File: src/rtl/shift_mix_if.sv
// Word bundle between the SubBytes stage, the ShiftRows/MixColumns stage and AddRoundKey.
// valid/ready: a word moves on a rising edge where valid=1 and ready=1; the producer holds it stable while valid=1 and ready=0.
interface shift_mix_if;
    logic         in_valid;
    logic         in_ready;
    logic [127:0] in_state;
    logic         in_last;
    logic [3:0]   in_round;
    logic         out_valid;
    logic         out_ready;
    logic [127:0] out_state;
    logic         out_last;
    logic [3:0]   out_round;

    modport master (
        output in_valid, in_state, in_last, in_round, out_ready,
        input  in_ready, out_valid, out_state, out_last, out_round
    );

    modport slave (
        input  in_valid, in_state, in_last, in_round, out_ready,
        output in_ready, out_valid, out_state, out_last, out_round
    );
endinterface

File: src/rtl/shift_mix_stage.sv
// AES ShiftRows + MixColumns (bypassed on the final round) feeding a 2-entry skid FIFO.
// The transform is computed on the input side so storage only holds finished words.
module shift_mix_stage (
    input  logic       clk,
    input  logic       rst,
    shift_mix_if.slave bus
);
    typedef struct packed {
        logic [127:0] state;
        logic         last;
        logic [3:0]   round;
    } entry_t;

    entry_t       mem0_q, mem0_d, mem1_q, mem1_d;
    entry_t       head;
    logic [1:0]   count_q, count_d;
    logic         wr_ptr_q, wr_ptr_d;
    logic         rd_ptr_q, rd_ptr_d;
    logic         accept, pop;
    logic [7:0]   sb [16];
    logic [7:0]   sr [16];
    logic [7:0]   mc [16];
    logic [127:0] result;

    function automatic logic [7:0] x2(input logic [7:0] a);
        return {a[6:0], 1'b0} ^ (a[7] ? 8'h1b : 8'h00);
    endfunction

    function automatic logic [7:0] x3(input logic [7:0] a);
        return x2(a) ^ a;
    endfunction

    // Byte k is s[k%4][k/4]; ShiftRows rotates row r left by r columns.
    for (genvar k = 0; k < 16; k++) begin : g_bytes
        assign sb[k] = bus.in_state[127-8*k -: 8];
        assign result[127-8*k -: 8] = bus.in_last ? sr[k] : mc[k];
    end

    for (genvar c = 0; c < 4; c++) begin : g_cols
        for (genvar r = 0; r < 4; r++) begin : g_rows
            assign sr[4*c+r] = sb[4*((c+r)%4)+r];
        end
        assign mc[4*c+0] = x2(sr[4*c+0]) ^ x3(sr[4*c+1]) ^ sr[4*c+2] ^ sr[4*c+3];
        assign mc[4*c+1] = sr[4*c+0] ^ x2(sr[4*c+1]) ^ x3(sr[4*c+2]) ^ sr[4*c+3];
        assign mc[4*c+2] = sr[4*c+0] ^ sr[4*c+1] ^ x2(sr[4*c+2]) ^ x3(sr[4*c+3]);
        assign mc[4*c+3] = x3(sr[4*c+0]) ^ sr[4*c+1] ^ sr[4*c+2] ^ x2(sr[4*c+3]);
    end

    // in_ready depends only on the registered count, never on out_ready.
    assign bus.in_ready  = (count_q != 2'd2);
    assign bus.out_valid = (count_q != 2'd0);
    assign accept        = bus.in_valid & bus.in_ready;
    assign pop           = bus.out_ready & bus.out_valid;

    assign head          = rd_ptr_q ? mem1_q : mem0_q;
    assign bus.out_state = head.state;
    assign bus.out_last  = head.last;
    assign bus.out_round = head.round;

    always_comb begin
        mem0_d   = mem0_q;
        mem1_d   = mem1_q;
        wr_ptr_d = wr_ptr_q;
        rd_ptr_d = rd_ptr_q;
        count_d  = count_q;
        if (accept) begin
            if (wr_ptr_q) begin
                mem1_d = '{state: result, last: bus.in_last, round: bus.in_round};
            end else begin
                mem0_d = '{state: result, last: bus.in_last, round: bus.in_round};
            end
            wr_ptr_d = ~wr_ptr_q;
        end
        if (pop) begin
            rd_ptr_d = ~rd_ptr_q;
        end
        case ({accept, pop})
            2'b10:   count_d = count_q + 2'd1;
            2'b01:   count_d = count_q - 2'd1;
            default: count_d = count_q;
        endcase
    end

    always_ff @(posedge clk) begin
        if (rst) begin
            mem0_q   <= '0;
            mem1_q   <= '0;
            wr_ptr_q <= 1'b0;
            rd_ptr_q <= 1'b0;
            count_q  <= 2'd0;
        end else begin
            mem0_q   <= mem0_d;
            mem1_q   <= mem1_d;
            wr_ptr_q <= wr_ptr_d;
            rd_ptr_q <= rd_ptr_d;
            count_q  <= count_d;
        end
    end
endmodule

File: src/flat_wrapper.sv
// flat-port wrapper written by rule: the top's interface ports become plain ports
module shift_mix_stage_flat 
  (clk, rst, bus_in_valid, bus_in_state, bus_in_last, bus_in_round, bus_out_ready, bus_in_ready, bus_out_valid, bus_out_state, bus_out_last, bus_out_round);
  shift_mix_if bus_i ();
  input  logic clk;
  input  logic rst;
  input wire logic [$bits(bus_i.in_valid)-1:0] bus_in_valid;
  input wire logic [$bits(bus_i.in_state)-1:0] bus_in_state;
  input wire logic [$bits(bus_i.in_last)-1:0] bus_in_last;
  input wire logic [$bits(bus_i.in_round)-1:0] bus_in_round;
  input wire logic [$bits(bus_i.out_ready)-1:0] bus_out_ready;
  output wire logic [$bits(bus_i.in_ready)-1:0] bus_in_ready;
  output wire logic [$bits(bus_i.out_valid)-1:0] bus_out_valid;
  output wire logic [$bits(bus_i.out_state)-1:0] bus_out_state;
  output wire logic [$bits(bus_i.out_last)-1:0] bus_out_last;
  output wire logic [$bits(bus_i.out_round)-1:0] bus_out_round;
  assign bus_i.in_valid = bus_in_valid;
  assign bus_i.in_state = bus_in_state;
  assign bus_i.in_last = bus_in_last;
  assign bus_i.in_round = bus_in_round;
  assign bus_i.out_ready = bus_out_ready;
  assign bus_in_ready = bus_i.in_ready;
  assign bus_out_valid = bus_i.out_valid;
  assign bus_out_state = bus_i.out_state;
  assign bus_out_last = bus_i.out_last;
  assign bus_out_round = bus_i.out_round;
  shift_mix_stage u_core (.clk(clk), .rst(rst), .bus(bus_i));
endmodule
File: config.mk
export PLATFORM = sky130hd
export DESIGN_NAME = shift_mix_stage_flat
export DESIGN_NICKNAME = d
export VERILOG_FILES = /design/src/rtl/shift_mix_if.sv /design/src/rtl/shift_mix_stage.sv /design/src/flat_wrapper.sv
export SDC_FILE = /design/constraint.sdc
export NUM_CORES = 1
export LEC_CHECK = 0
export CAP_MARGIN = 30
export CELL_PAD_IN_SITES_DETAIL_PLACEMENT = 1
export CELL_PAD_IN_SITES_GLOBAL_PLACEMENT = 2
export CORE_UTILIZATION = 30
export DETAILED_ROUTE_END_ITERATION = 8
export GPL_TIMING_DRIVEN = 0
export MAX_ROUTING_LAYER = met4
export PLACE_DENSITY = 0.86
export SYNTH_ARGS = -nofsm -noshare
export SYNTH_HDL_FRONTEND = slang
export SYNTH_SLANG_ARGS = --single-unit
File: constraint.sdc
create_clock -name clk -period 2 [get_ports clk]
set_input_delay 0.4 -clock clk [delete_from_list [all_inputs] [get_ports clk]]
set_output_delay 0.4 -clock clk [all_outputs]
set_load 0.02 [all_outputs]
Yosys cells after proc, flatten, opt, wreduce, memory -nomap -nowiden
Index checks and enable logic that the tools add are counted.
Cells by class
  $add $sub $neg: 2
  muxes and demuxes: 34
  eq/ne operators: 3
  bitwise logic cells: 84
  reductions and logical operators: 4
Operators with widths (number)
  $xor 8x8->8: 80
  $mux 133: 1
  $mux 8: 16
  $mux 5: 16
  $pmux 2 s2: 1
  $reduce_and 2->1: 2
  $reduce_bool 2->1: 2
  $add 2x1->2 const B: 1
  $and 1x1->1: 2
  $eq 2x1->1 const B: 1
  $eq 2x2->1 const B: 1
  $ne 2x2->1 const B: 1
  $not 1->1: 2
  $sub 2x1->2 const B: 1
Storage, ports and cells
  register bits: 270
  word-level logic and storage cells: 136
  bits of input ports: 137
  output and inout port bits: 135

Depth between registers and ports, before layout
  depth in word-level cells: 7
  gate-level depth with buffers: 7
  mapped depth without buffers: 6

Worst setup path after synthesis
No wires, ideal clock.
  kind: register to output
  start: register u_core.rd_ptr_q
  end: output bus_out_state[100]
  stages on the path, launching flop included: 5
  path buffers: 3
  required time: 1.600 ns
  arrival: 1.587 ns
  setup slack: 0.013 ns
  path through: dfxtp_1 clkbuf_1 clkbuf_1 clkbuf_1 mux2_2
Between the ends
  cells in the longest elaborated chain, start to end: 1
Ends and longest elaborated chain
  start, declared: line shift_mix_stage.sv:18  | logic rd_ptr_q, rd_ptr_d;
  start signal, assigned: line shift_mix_stage.sv:95  | rd_ptr_q <= rd_ptr_d;
  $mux 133: line shift_mix_stage.sv:55  | assign head = rd_ptr_q ? mem1_q : mem0_q;
  end, declared: line flat_wrapper.sv:14  | output wire logic [$bits(bus_i.out_state)-1:0] bus_out_state;
No other way between the ends.

Worst setup path after layout
  start: register u_core.rd_ptr_q
  end: output bus_out_round[3]
Between the ends
  cells in the longest elaborated chain, start to end: 1
Ends and longest elaborated chain
  $mux 133: line shift_mix_stage.sv:55
  end, declared: line flat_wrapper.sv:16  | output wire logic [$bits(bus_i.out_round)-1:0] bus_out_round;
No other way between the ends.

==> metrics.md <==
| Metric | Value |
|---|---|
| Outcome | finished, violations left |
| Failing checks | negative setup slack |
| CTS tree | done |
| Clock power frac | 0.254 |
| Crit path max-delay family | buffers and inverters |
| Vias per std cell | 5.05 |
| Core Area | ~52000 sq um |
| Worst VDD drop | 0.719 mV |
| Setup TNS | -34.97 ns |
| Worst Path Required | approximately 1.6 ns |
| Htree depth | 1 |
| Cell-internal power | around 16 mW |
| R2R Setup Slk | around 0.04 ns |
| Fmax | ~0.43 GHz |
| DP Wirelength | about 45000 microns |
| Post-synth ARST share | 0 |
| Num CTS Buffers | 31 |
| Setup violations, final | about 130 |
| First-pass GRT wire length | 90800 microns |
| Critical hold path startpoint | bus_in_state[55] |
| Ys flop type | dfxtp_1 |
| Initial DRT Pass Iterations | 5 |
| R2R cell count | 6 |
| Hold depth | 3 |
| Reg2reg start | u_core.count_q[0] |
| Cell breakdown of the critical path | buf_6, clkbuf_16, clkbuf_16, mux2_4, buf_6 |
| Combinational share of power | 0.470 |
| Crit path DAT | about 1.9 ns |
| Min-Delay Endpoint | u_core.mem1_q[92] |
| Layout Skew | 0.0168 ns |
| Max-cap violations | 0 |
| Slew HR | 0.510 |
| Skew-Pair Late Insertion Delay | ~0.57 ns |
| Drt total wl | around 60000 microns |
| Clock transition at path regs | approximately 0.06 ns |
| Synth Register Bits | 270 |
| Slowest stage delay, CP | 0.46 ns |
| RePlAce Congestion | 0.867 |
| Proportion of netlist area held by the largest area contributor | 0.345 |
| Type of origin of the critical path | flip-flop |
| Register area share after synthesis | 0.345 |
| Distinct cells, synth | 37 |
| Leak | 8.54 nW |
| Area leader, netlist | dfxtp_1 |
| # nets final | about 2100 |
| Worst Path Buf+Inv | 4 |
| Type of the most critical hold path | in2reg |
| Via count | between 10000 and 15000 |
| Switching share of total power | 0.358 |
| Main area contributors after synthesis | dfxtp_1 (34%), xnor2_1 (13%), mux2_2 (10%) |
| PD cells | around 1100 nW/um^2 |
| Critical path fanouts, max | 6 |
| Area growth, synth to finish | 36.8% |
| Layout cells sized above 1 | 0.228 |
| Non-filler cells in the finished layout | approximately 2700 |
| Final setup margin | -0.321 ns |
| R2R Path End | u_core.mem1_q[14] |
| # DRC | 0 |
| Gr ovfl total | 0 |
| Syn avg cell area | 9.26 sq um |
| Routed wire per std cell | 22.8 microns |
| Post-Syn Area | approximately 16000 sq um |
| Final Max Slew Viols | 0 |
| ANT nets after route | 0 |
| Row count | 83 |
| Number of I/O port buffers | 243 |
| Critical Path End Type | output pin |
| Final Hold Vio Count | 0 |
| Net Switching | 8.71 mW |
| RSZ-0062 raised after global routing | true |
| CP Class | reg2out |
| Dpl cell area | around 19000 sq um |
| Tmin final | about 2.3 ns |
| Post-synth EDFFs | 0 |
| Deepest clock path buffer count | 3 |
| Largest net degree at the start of global routing | 15 |
| Drt initial violations | 687 |
| Tot GR Track Use | 0.229 |
| Initial Util | 0.304 |
| DIE HEIGHT | between 200 and 250 microns |
| Synth Instances | ~1700 |
| I/O Pins | between 200 and 300 |
| Final Util | 0.416 |
| Slew @ Worst Pin | around 0.73 ns |
| Synthesis Warnings | 0 |
| Hold_buf cts | 0 |
| Post-route cell area | 21500 sq um |
| Number of global-route vias before repair | between 10000 and 15000 |
| Initial antenna violation count | 10 |
| Flop pwr share | 0.276 |
| Period utilisation layout | 1.16 |
| Total power | about 24 mW |
| Die Wd | about 230 microns |
| Cells after DPL | approximately 2600 |
| Root buf cell | clkbuf_16 |
| Syn nets | 1831 |
| Clock Sinks | 270 |
| Die footprint | 53200 sq um |
| Slowest cell on crit path | dfxtp_4 |
==> kinds of logic after synthesis <==
logic type	after synthesis	share of synthesized area
AOI/OAI and AO/OA	348	0.139
xor gates and xnor gates	382	0.251
adders and majority gates	1	0.000798
buffers and inverters	138	0.0403
DFF	270	0.345
muxes	189	0.132
and+or+nand+nor	365	0.0922
==> worst max-delay path by stage <==
stage / from / to / slack [ns] / cells past startpoint
finish: u_core.rd_ptr_q / bus_out_round[3] / -0.32 / 5
global route: u_core.rd_ptr_q / bus_out_round[3] / -0.38 / 5
CTS: u_core.rd_ptr_q / bus_out_state[72] / -0.37 / 4
detailed placement: u_core.rd_ptr_q / bus_out_state[70] / -1.63 / 5
global placement: u_core.rd_ptr_q / bus_out_state[69] / -1.62 / 5
floorplan: u_core.rd_ptr_q / bus_out_state[100] / 0.01 / 4
==> flip-flops by register name, indices dropped and copies added (netlist names) <==
name,flops
u_core.mem1_q,133
u_core.wr_ptr_q,1
u_core.mem0_q,133
u_core.rd_ptr_q,1
u_core.count_q,2
==> cells in the final DEF, fill, tap and decap left out, drive strengths merged, types with 18 or more instances in the layout <==
master         netlist  final
nand2              150    150
buf                 48    203
xnor3               40     40
xnor2              241    241
xor2               100    100
a21oi               57     57
clkbuf              89    134
nor2               180    180
dfxtp              270    270
mux2               139    139
o21ai              129    129
a221oi              18     18
clkdlybuf4s50        0    107
a211oi             128    128
mux2i               50     50
==> metal layers <==
metal,GRT usage,share of wire,routed length (microns),up-vias
met5,-,0,0,-
met4,0.0834,0.036,2200,0
met3,0.0254,0.038,2340,102
met2,0.378,0.48,29400,343
met1,0.289,0.45,27700,6811
li1,-,-,-,6395
==> area by class of cell <==
type                            count  area [sq um]
Timing Repair Buffer              270          2880
Multi-Input combinational cell   1285         10200
Sequential cell                   270          5410
Buffer                            136          1030
Fill cell                        5857         30100
Clock inverter                     14           210
Tap cell                          680           851
Antenna cell                        7          17.5
Clock buffer                       43           901
==> power by group through the flow <==
| stage | clock network [mW] | logic, mW | registers (mW) |
|---|---|---|---|
| 6_report | 6.18 | 11.5 | 6.73 |
| 5_1_grt | 6.50 | 12.1 | 6.82 |
| 4_1_cts | 6.30 | 10.2 | 6.68 |
| 3_5_place_dp | 0 | 9.52 | 6.74 |
| 3_3_place_gp | 0 | 9.36 | 6.68 |
| 2_1_floorplan | 0 | 5.93 | 6.62 |
==> worst register-to-register path: cells and delay by family, from the launching register on <==
| kind | cells | cell delay (ns) |
|---|---|---|
| buf+inv | 2 | 0.77 |
| compound gates | 2 | 0.43 |
| flops | 1 | 0.34 |
| simple gates | 2 | 0.34 |
==> through the flow <==
stage          hold WS, ns  worst slack (ns)
6_report             0.316            -0.321
4_1_cts              0.298            -0.373
3_5_place_dp         0.437             -1.63
2_1_floorplan        0.420            0.0128
5_1_grt              0.327            -0.382
3_3_place_gp         0.429             -1.62
==> repair_timing <==
item	CTS	global route
setup buffers	7	2
resized for setup	790	243
setup endpoints to repair	397	300
gates cloned	4	11
pin swaps	1	1
==> synthesized netlist by cell type (2+ instances only) <==
master,instances
buf_6,4
clkbuf_1,88
mux2_2,139
mux2i_1,50
nor3_1,15
nor2b_1,13
xnor3_1,40
a221oi_1,18
o21ai_0,129
a21oi_1,57
o21a_1,10
nand2_1,150
a211oi_1,127
a22o_1,5
buf_4,7
xor2_2,3
xnor2_1,240
or2_2,2
buf_1,4
nor2_1,179
dfxtp_1,270
xor2_1,97
buf_2,32
(Power assumes the default switching activity.)
